**config.mk**
```make
export PLATFORM = sky130hd
export DESIGN_NAME = ifu_icache
export DESIGN_NICKNAME = d
export VERILOG_FILES = /design/src/rtl/ifu_icache.sv
export SDC_FILE = /design/constraint.sdc
export NUM_CORES = 2
export LEC_CHECK = 0
export CAP_MARGIN = 20
export CORE_MARGIN = 2
export CORE_UTILIZATION = 60
export CTS_BUF_LIST = sky130_fd_sc_hd__clkbuf_4
export CTS_CLUSTER_SIZE = 10
export DETAILED_ROUTE_END_ITERATION = 7
export GPL_ROUTABILITY_DRIVEN = 0
export GPL_TIMING_DRIVEN = 0
export HOLD_SLACK_MARGIN = 0.15
export PLACE_DENSITY = 0.79
export SYNTH_ARGS = -nofsm -noshare
export SYNTH_HDL_FRONTEND = slang
export SYNTH_SLANG_ARGS = --single-unit
```
**constraint.sdc**
```tcl
create_clock -name clk -period 10.04 [get_ports clk]
set_input_delay 1.004 -clock clk [delete_from_list [all_inputs] [get_ports clk]]
set_output_delay 1.004 -clock clk [all_outputs]
set_load 0.02 [all_outputs]
```
**src/rtl/ifu_icache.sv**
```systemverilog
// Direct-mapped, blocking instruction cache. The slave side serves IFU AXI-lite
// reads with the aligned 64-bit doubleword. A miss fetches one doubleword over
// the AXI-lite master port. At most one miss is outstanding, so responses stay
// in request order.
module ifu_icache #(
  parameter int ENTRY_NUM = 16
) (
  input  logic        clk,
  input  logic        rst,
  input  logic        fence_i,
  input  logic        ifu_arvalid,
  output logic        ifu_arready,
  input  logic [63:0] ifu_araddr,
  output logic        ifu_rvalid,
  input  logic        ifu_rready,
  output logic [1:0]  ifu_rresp,
  output logic [63:0] ifu_rdata,
  output logic        mem_arvalid,
  input  logic        mem_arready,
  output logic [63:0] mem_araddr,
  input  logic        mem_rvalid,
  output logic        mem_rready,
  input  logic [1:0]  mem_rresp,
  input  logic [63:0] mem_rdata,
  output logic [31:0] hit_cnt,
  output logic [31:0] miss_cnt
);
  localparam int IDX  = $clog2(ENTRY_NUM);
  localparam int TAGW = 61 - IDX;

  typedef enum logic [1:0] {IDLE, MISS_AR, MISS_R} state_t;

  state_t               state;
  logic [ENTRY_NUM-1:0] valid;
  logic [TAGW-1:0]      tag_q  [ENTRY_NUM];
  logic [63:0]          data_q [ENTRY_NUM];
  logic [60:0]          miss_line;   // doubleword address of the outstanding miss
  logic                 squash;      // fence seen while a miss was in flight

  logic [IDX-1:0]  req_idx, fill_idx;
  logic [TAGW-1:0] req_tag, fill_tag;
  logic            hit, accept, fill, fill_we;
  logic            unused_ok;

  // Byte offset within the doubleword plays no part in lookup.
  assign unused_ok = &{1'b0, ifu_araddr[2:0]};

  assign req_idx  = ifu_araddr[IDX+2:3];
  assign req_tag  = ifu_araddr[63:IDX+3];
  assign fill_idx = miss_line[IDX-1:0];
  assign fill_tag = miss_line[60:IDX];

  assign hit         = valid[req_idx] && (tag_q[req_idx] == req_tag);
  assign ifu_arready = (state == IDLE) && (!ifu_rvalid || ifu_rready);
  assign accept      = ifu_arvalid && ifu_arready;
  assign mem_rready  = (state == MISS_R) && (!ifu_rvalid || ifu_rready);
  assign fill        = mem_rvalid && mem_rready;
  // A fence in the fill cycle wins over allocation.
  assign fill_we     = fill && (mem_rresp == 2'b00) && !squash && !fence_i;
  assign mem_araddr  = {miss_line, 3'b000};

  // Line storage: tag and data carry no reset, valid bits gate their use.
  always_ff @(posedge clk) begin
    if (fill_we) begin
      tag_q[fill_idx]  <= fill_tag;
      data_q[fill_idx] <= mem_rdata;
    end
  end

  // Control FSM, response register, valid bits and counters.
  always_ff @(posedge clk or posedge rst) begin
    if (rst) begin
      state       <= IDLE;
      valid       <= '0;
      miss_line   <= '0;
      squash      <= 1'b0;
      mem_arvalid <= 1'b0;
      ifu_rvalid  <= 1'b0;
      ifu_rresp   <= 2'b00;
      ifu_rdata   <= '0;
      hit_cnt     <= '0;
      miss_cnt    <= '0;
    end else begin
      if (fence_i)      valid           <= '0;
      else if (fill_we) valid[fill_idx] <= 1'b1;

      if (accept && hit) begin
        ifu_rvalid <= 1'b1;
        ifu_rdata  <= data_q[req_idx];
        ifu_rresp  <= 2'b00;
      end else if (fill) begin
        ifu_rvalid <= 1'b1;
        ifu_rdata  <= mem_rdata;
        ifu_rresp  <= mem_rresp;
      end else if (ifu_rready) begin
        ifu_rvalid <= 1'b0;
      end

      if (accept && hit && (hit_cnt != '1))   hit_cnt  <= hit_cnt + 32'd1;
      if (accept && !hit && (miss_cnt != '1)) miss_cnt <= miss_cnt + 32'd1;

      case (state)
        IDLE: begin
          if (accept && !hit) begin
            miss_line   <= ifu_araddr[63:3];
            mem_arvalid <= 1'b1;
            state       <= MISS_AR;
          end
        end
        MISS_AR: begin
          if (fence_i) squash <= 1'b1;
          if (mem_arready) begin
            mem_arvalid <= 1'b0;
            state       <= MISS_R;
          end
        end
        MISS_R: begin
          if (fence_i) squash <= 1'b1;
          if (fill) begin
            squash <= 1'b0;
            state  <= IDLE;
          end
        end
        default: state <= IDLE;
      endcase
    end
  end
endmodule

```
# After elaboration in Yosys (flattened, before gate mapping)
# Memories as Yosys holds them, arrays and structs flattened.
# Cells that the tools add are included.
dict set report classes {
  n_reduce_logical 28
  bitwise 1
  n_mux 25
  add_sub_neg 2
  n_lt_le_gt_ge 3
  n_eq_ne 8
}
# operator n
set ops {}
lappend ops {{64-bit two-way mux} 2}
lappend ops {{32-bit by 1-bit adder with 32-bit output (second input constant)} 2}
lappend ops {{32-bit != test (second input constant)} 2}
lappend ops {{57-bit equality test} 1}
lappend ops {{16-bit two-way mux} 2}
lappend ops {{16-bit bitwise OR} 1}
lappend ops {{1-bit logical AND} 13}
lappend ops {{1-bit two-way mux} 11}
lappend ops {{4-bit by 5-bit < comparator with 1-bit output (second input constant)} 2}
lappend ops {{2-bit two-way mux} 5}
lappend ops {{2-bit nonzero test} 4}
lappend ops {{2-bit case mux with 3 select lines} 1}
lappend ops {{3-bit AND reduction} 2}
lappend ops {{1-bit binary-select mux with 4-bit select} 1}
lappend ops {{1-bit demux with 4-bit select} 1}
lappend ops {{4-bit by 1-bit >= comparator with 1-bit output (second input constant)} 1}
lappend ops {{1-bit zero test} 4}
lappend ops {{2-bit zero test} 2}
lappend ops {{2-bit != test (second input constant)} 2}
lappend ops {{1-bit case mux with 2 select lines} 2}
lappend ops {{3-bit nonzero test} 1}
lappend ops {{2-bit by 1-bit equality test with 1-bit output (second input constant)} 1}
lappend ops {{2-bit equality test (second input constant)} 1}
lappend ops {{2-bit by 1-bit != test with 1-bit output (second input constant)} 1}
lappend ops {{2 further kinds} 2}
dict set report totals {
  mem_count 2
  mem_bits_rw 1936
  word_cells 79
  ff_bits 212
}
# memory depth width rd rd_ports_with_merged_regs wr line
set memory_table {}
lappend memory_table {data_q 16 64 1 0 1 36} ;# logic [63:0] data_q [ENTRY_NUM];
lappend memory_table {tag_q 16 57 1 0 1 35} ;# logic [TAGW-1:0] tag_q [ENTRY_NUM];

# Logic depth before layout (Yosys ltp)
dict set report logic_depth {
  depth_word 9
  mapped_depth 17
}

# Worst setup path before layout
# OpenSTA, ideal clock, no wires.
dict set report synth_path {
  path_type {input-to-reg}
  startpoint {input ifu_rready}
  endpoint {memory data_q[4][0] (enable)}
  n_path_buf 2
  path_stages 8
  arrival_time_ps 7289
  path_slack_ps 2148
  setup_time_ps 603
  cell_sequence {nand2b_1 and3_1 clkbuf_1 buf_1 nand2_1 nor2_1 nand2_1 nor2_1}
}
dict set report synth_between {
  elab_chain_cells 8
}
# item line
set synth_lines {}
lappend synth_lines {{start: declaration} 15} ;# input logic ifu_rready,
lappend synth_lines {{1-bit logical OR} 56} ;# assign mem_rready = (state == MISS_R) && (!ifu_rvalid || ifu_rready);
lappend synth_lines {{1-bit logical AND} 56}
lappend synth_lines {{1-bit logical AND} 57} ;# assign fill = mem_rvalid && mem_rready;
lappend synth_lines {{1-bit logical AND (3 in a row)} 59} ;# assign fill_we = fill && (mem_rresp == 2'b00) && !squash && !fence_i;
lappend synth_lines {{1-bit two-way mux} 64} ;# if (fill_we) begin
lappend synth_lines {{1-bit two-way mux (implied by the code)} 66} ;# data_q[fill_idx] <= mem_rdata;
lappend synth_lines {{end: declaration} 36}
# Every way passes these cells.

# Worst setup path after layout
dict set report layout_path {
  startpoint {input ifu_araddr[6]}
  endpoint {register miss_line[5]}
}
dict set report layout_between {
  elab_chain_cells 6
}
# item line
set layout_lines {}
lappend layout_lines {{start: declaration} 13} ;# input logic [63:0] ifu_araddr,
lappend layout_lines {{memory 16 x 57 bit or 1-bit binary-select mux with 4-bit select (tied branches)} n/a}
lappend layout_lines {{57-bit equality test or 1-bit two-way mux (tied branches)} 53} ;# assign hit = valid[req_idx] && (tag_q[req_idx] == req_tag);
lappend layout_lines {{1-bit logical AND *} 53}
lappend layout_lines {{1-bit zero test *} 104} ;# if (accept && !hit) begin
lappend layout_lines {{1-bit logical AND *} 104}
lappend layout_lines {{2-bit AND reduction (no line) *} n/a}
lappend layout_lines {{end signal: assignment} 105} ;# miss_line <= ifu_araddr[63:3];
lappend layout_lines {{end: declaration} 37} ;# logic [60:0] miss_line;
# Mark *: on every way between the ends. The rest lies on a longest branch, timed or not. The select of a mux whose other input is x is not followed.
# A chain may end at the register's enable or synchronous reset.

==> results by group <==
Timing
  – Slew headroom: between 10% and 20%
  – Post-route setup slack: around 3.3 ns
  – Worst Hold Margin: 0.3533 ns
  – RSZ-0062 raised after global routing: no
  – Worst Tran Pin Value: 1.215 ns
  – Setup-failing EPs final: 0
  – Slew Viols, Final: 0
  – Final worst path period need: between 6 and 7 ns
  – Clock skew: 0.1057 ns
  – Fin crit share: ~67%
  – Setup total negative slack: 0 ns
  – Final Hold Fails: 0
  – Fmax: ~150 MHz

Critical path
  – Data arrival, critical path: around 8 ns
  – Setup CP Type: in -> reg
  – Crit-path cells: clkbuf_1 -> buf_2 -> buf_2 -> buf_2 -> buf_2 -> buf_2 -> o221ai_1 -> a21oi_1 -> a221oi_1 -> nand4_1 -> nor4_1 -> a21boi_1 -> buf_2 -> buf_2 -> mux2_2
  – Critical path launch point type: primary input
  – CP max-delay cell: buf_2
  – CP Buf/Inv Count: 8
  – CP max FO: 14
  – CP delay by family, top: buffers and inverters
  – Top cell by count, worst path: buf_2
  – Critical Path End Type: flip-flop
  – Worst path required time: around 11 ns
  – CP peak stage delay: just over 0.8 ns

Power
  – Lkg Pwr: roughly 33 nW
  – Max VDD drop: roughly 0.19 mV
  – Total chip power: about 21 mW
  – PD cells: approximately 210 nW/um^2

Placement
  – Dpl ws: 2.536 ns
  – Port Buffers: approximately 320
  – Post-DP HPWL: between 100 and 150 mm

Final layout
  – Most frequent cells in the layout: edfxtp_1, clkbuf_4, mux4_2, clkdlybuf4s50_1, dfrtp_1
  – Fraction of layout cells with a size suffix above 1: 31.29%
  – Reg area: 63440 sq um
  – Commonest non-fill, non-tap cell in the layout: edfxtp_1
  – Final #Nets: approximately 5000
  – Synth-to-layout area growth: 18.59%
  – Multi-input logic area: 19320 sq um
  – Fill count: between 7000 and 8000

Logic synthesis
  – Post-synthesis cell count: just under 4000
  – EDFF count, synth: a little under 2000
  – Synthesized area: around 84000 sq um
  – Ys flop type: edfxtp_1
  – Avg Cell Area, Syn: around 21 sq um
  – Library cells used by synthesis: 73
  – Seq/Total Area, Yosys: 75.74%
  – Synth Register Bits: between 2000 and 2500
  – Synth warn: 0
  – Ys async rst share: under 10%

Global route
  – Gr usage total: between 30% and 40%
  – GRT Max-Usage Layer: met2
  – Remaining global-route overflow: 0
  – Global-route track usage on met3: between 10% and 20%
  – Largest net degree at the start of global routing: 82
  – GRT met2 Usage: between 50% and 60%
  – First-pass GRT wire length: 333.2 mm
  – Vias in the first global route: approximately 48000
  – Initial antenna violation count: 24
  – Routing usage on met1: between 40% and 50%

Routing
  – Post-route DRC violation count: 3
  – Via density: between 6 and 7
  – WL/cell: about 33 um
  – Initial DRC Count: between 7000 and 8000
  – Antenna Violating Nets Remaining: 0
  – Final wirelength: about 240 mm
  – Via count: 47900
  – Drt first pass iters: 8

Status
  – Failing checks: DRC
  – Status: finished, violations left

Floorplanning
  – Core area: roughly 140000 sq um
  – I/O Pins: 335
  – Initial core utilization: roughly three fifths
  – Rows: 137
  – Die Width: roughly 380 um
  – Die ar.: about 140000 sq um
  – Die Y: 377.6 um

Clock tree
  – Post CTS Setup Buffer Count: 0
  – Clock Path Buffers: 4
  – Root Buffer: clkbuf_4
  – CTS tree: yes
  – Clk Latency, worst-skew pair: around 1.3 ns
  – CTS H-tree lvls: 6
  – Clk sinks: between 2000 and 2500
  – Worst-path clk slew: approximately 0.070 ns
  – TritonCTS Buffers: 545

Hold path
  – Worst hold path class: in -> reg

Flow run
  – Max-Cap Viols: 0
## layout make-up
| type | count | area share [%] |
|---|---|---|
| multi-input combinational | 1563 | 19.45 |
| timing repair buffer | 469 | 6.309 |
| antenna | 12 | 0.03023 |
| inverter | 34 | 0.1360 |
| clock inverter | 146 | 0.8539 |
| tap | 1876 | 2.363 |
| clock buffer | 792 | 5.985 |
| buffer | 207 | 1.016 |
| sequential | 2148 | 63.86 |
## Yosys cell counts, types with 11 or more instances
cell	n	area share [%]
a21oi_1	81	0.48
a221oi_1	11	0.12
a22oi_1	27	0.24
and2_1	15	0.11
and3_1	26	0.19
buf_1	39	0.17
buf_2	40	0.24
buf_4	24	0.22
clkbuf_1	93	0.42
dfrtp_1	212	6.3
edfxtp_1	1936	69
inv_1	32	0.14
mux2_2	84	1.1
mux2i_1	188	2.2
mux4_2	514	14
nand2_1	68	0.30
nand2b_1	15	0.11
nand3_1	27	0.16
nand4_1	43	0.32
nor2_1	118	0.53
nor2b_1	16	0.12
nor3_1	39	0.23
nor4_1	15	0.11
o21ai_0	18	0.11
o22ai_1	30	0.22
xnor2_1	63	0.66
xor2_1	46	0.48
## power by group
| part | switching [mW] | leakage, nW | internal (mW) |
|---|---|---|---|
| clock network | 3.48 | 4.07 | 3.90 |
| logic | 1.43 | 9.28 | 1.14 |
| registers | 0.773 | 20.1 | 10.6 |
| total | 5.68 | 33.4 | 15.6 |
## state kept, by name, indices dropped and copies added, names as in the netlist
name and count:
miss_line 61, tag_q 912, hit_cnt 32, data_q 1024, mem_arvalid 1, miss_cnt 32, ifu_rvalid 1, valid 16
squash 1, state 2, ifu_rresp 2, ifu_rdata 64
## final timing paths
check                                         from  slack [ns]  cells past startpoint                         to
setup / recovery                     ifu_araddr[6]        3.30                     15   miss_line[5]$_DFFE_PP0P_
hold / removal                        mem_rresp[0]        0.35                      3   ifu_rresp[0]$_DFFE_PP0P_
setup reg to reg           tag_q[14][44]$_DFFE_PP_        4.84                     11   ifu_rdata[9]$_DFFE_PP0P_
hold reg to reg             hit_cnt[4]$_DFFE_PP0P_        0.49                      1     hit_cnt[4]$_DFFE_PP0P_
max in group asynchronous                      rst        7.88                      5  ifu_rdata[35]$_DFFE_PP0P_
min in group asynchronous                      rst        0.76                      3   miss_cnt[13]$_DFFE_PP0P_
## per-layer routing
metal  vias to the layer above  wire length [um]
met5                         -               333
met3                       759             32140
li1                      18760                 -
met2                      4061            112800
met4                        28             11460
met1                     24290             79580
## repair_timing
action                    CTS  global route
hold buffers                1             0
resized for setup           0             0
hold endpoints to repair   64             0
## tightest hold or removal path, cell delays in order
cell and delay (ns):
clkdlybuf4s50_1 0.45, nand2_1 0.07, a21boi_0 0.07
## cell families after synthesis
logic type      synth area share, %
flops                         75.74
mux                           17.20
simple gates                  2.687
buf+inv                       1.355
compound gates                1.809
xor+xnor                      1.140
fa+ha+maj                   0.07468
other cells                0.004477
## through the flow
stage / cell area [sq um] / utilization (%) / cells
after global placement: 89360 / 64.28 / 6152
final: 99340 / 71.46 / 7247
after CTS: 99010 / 71.22 / 7213
after detailed placement: 92200 / 66.33 / 6274
after global routing: 99330 / 71.45 / 7243
after floorplan: 83770 / - / 3952
(Power assumes the default switching activity.)
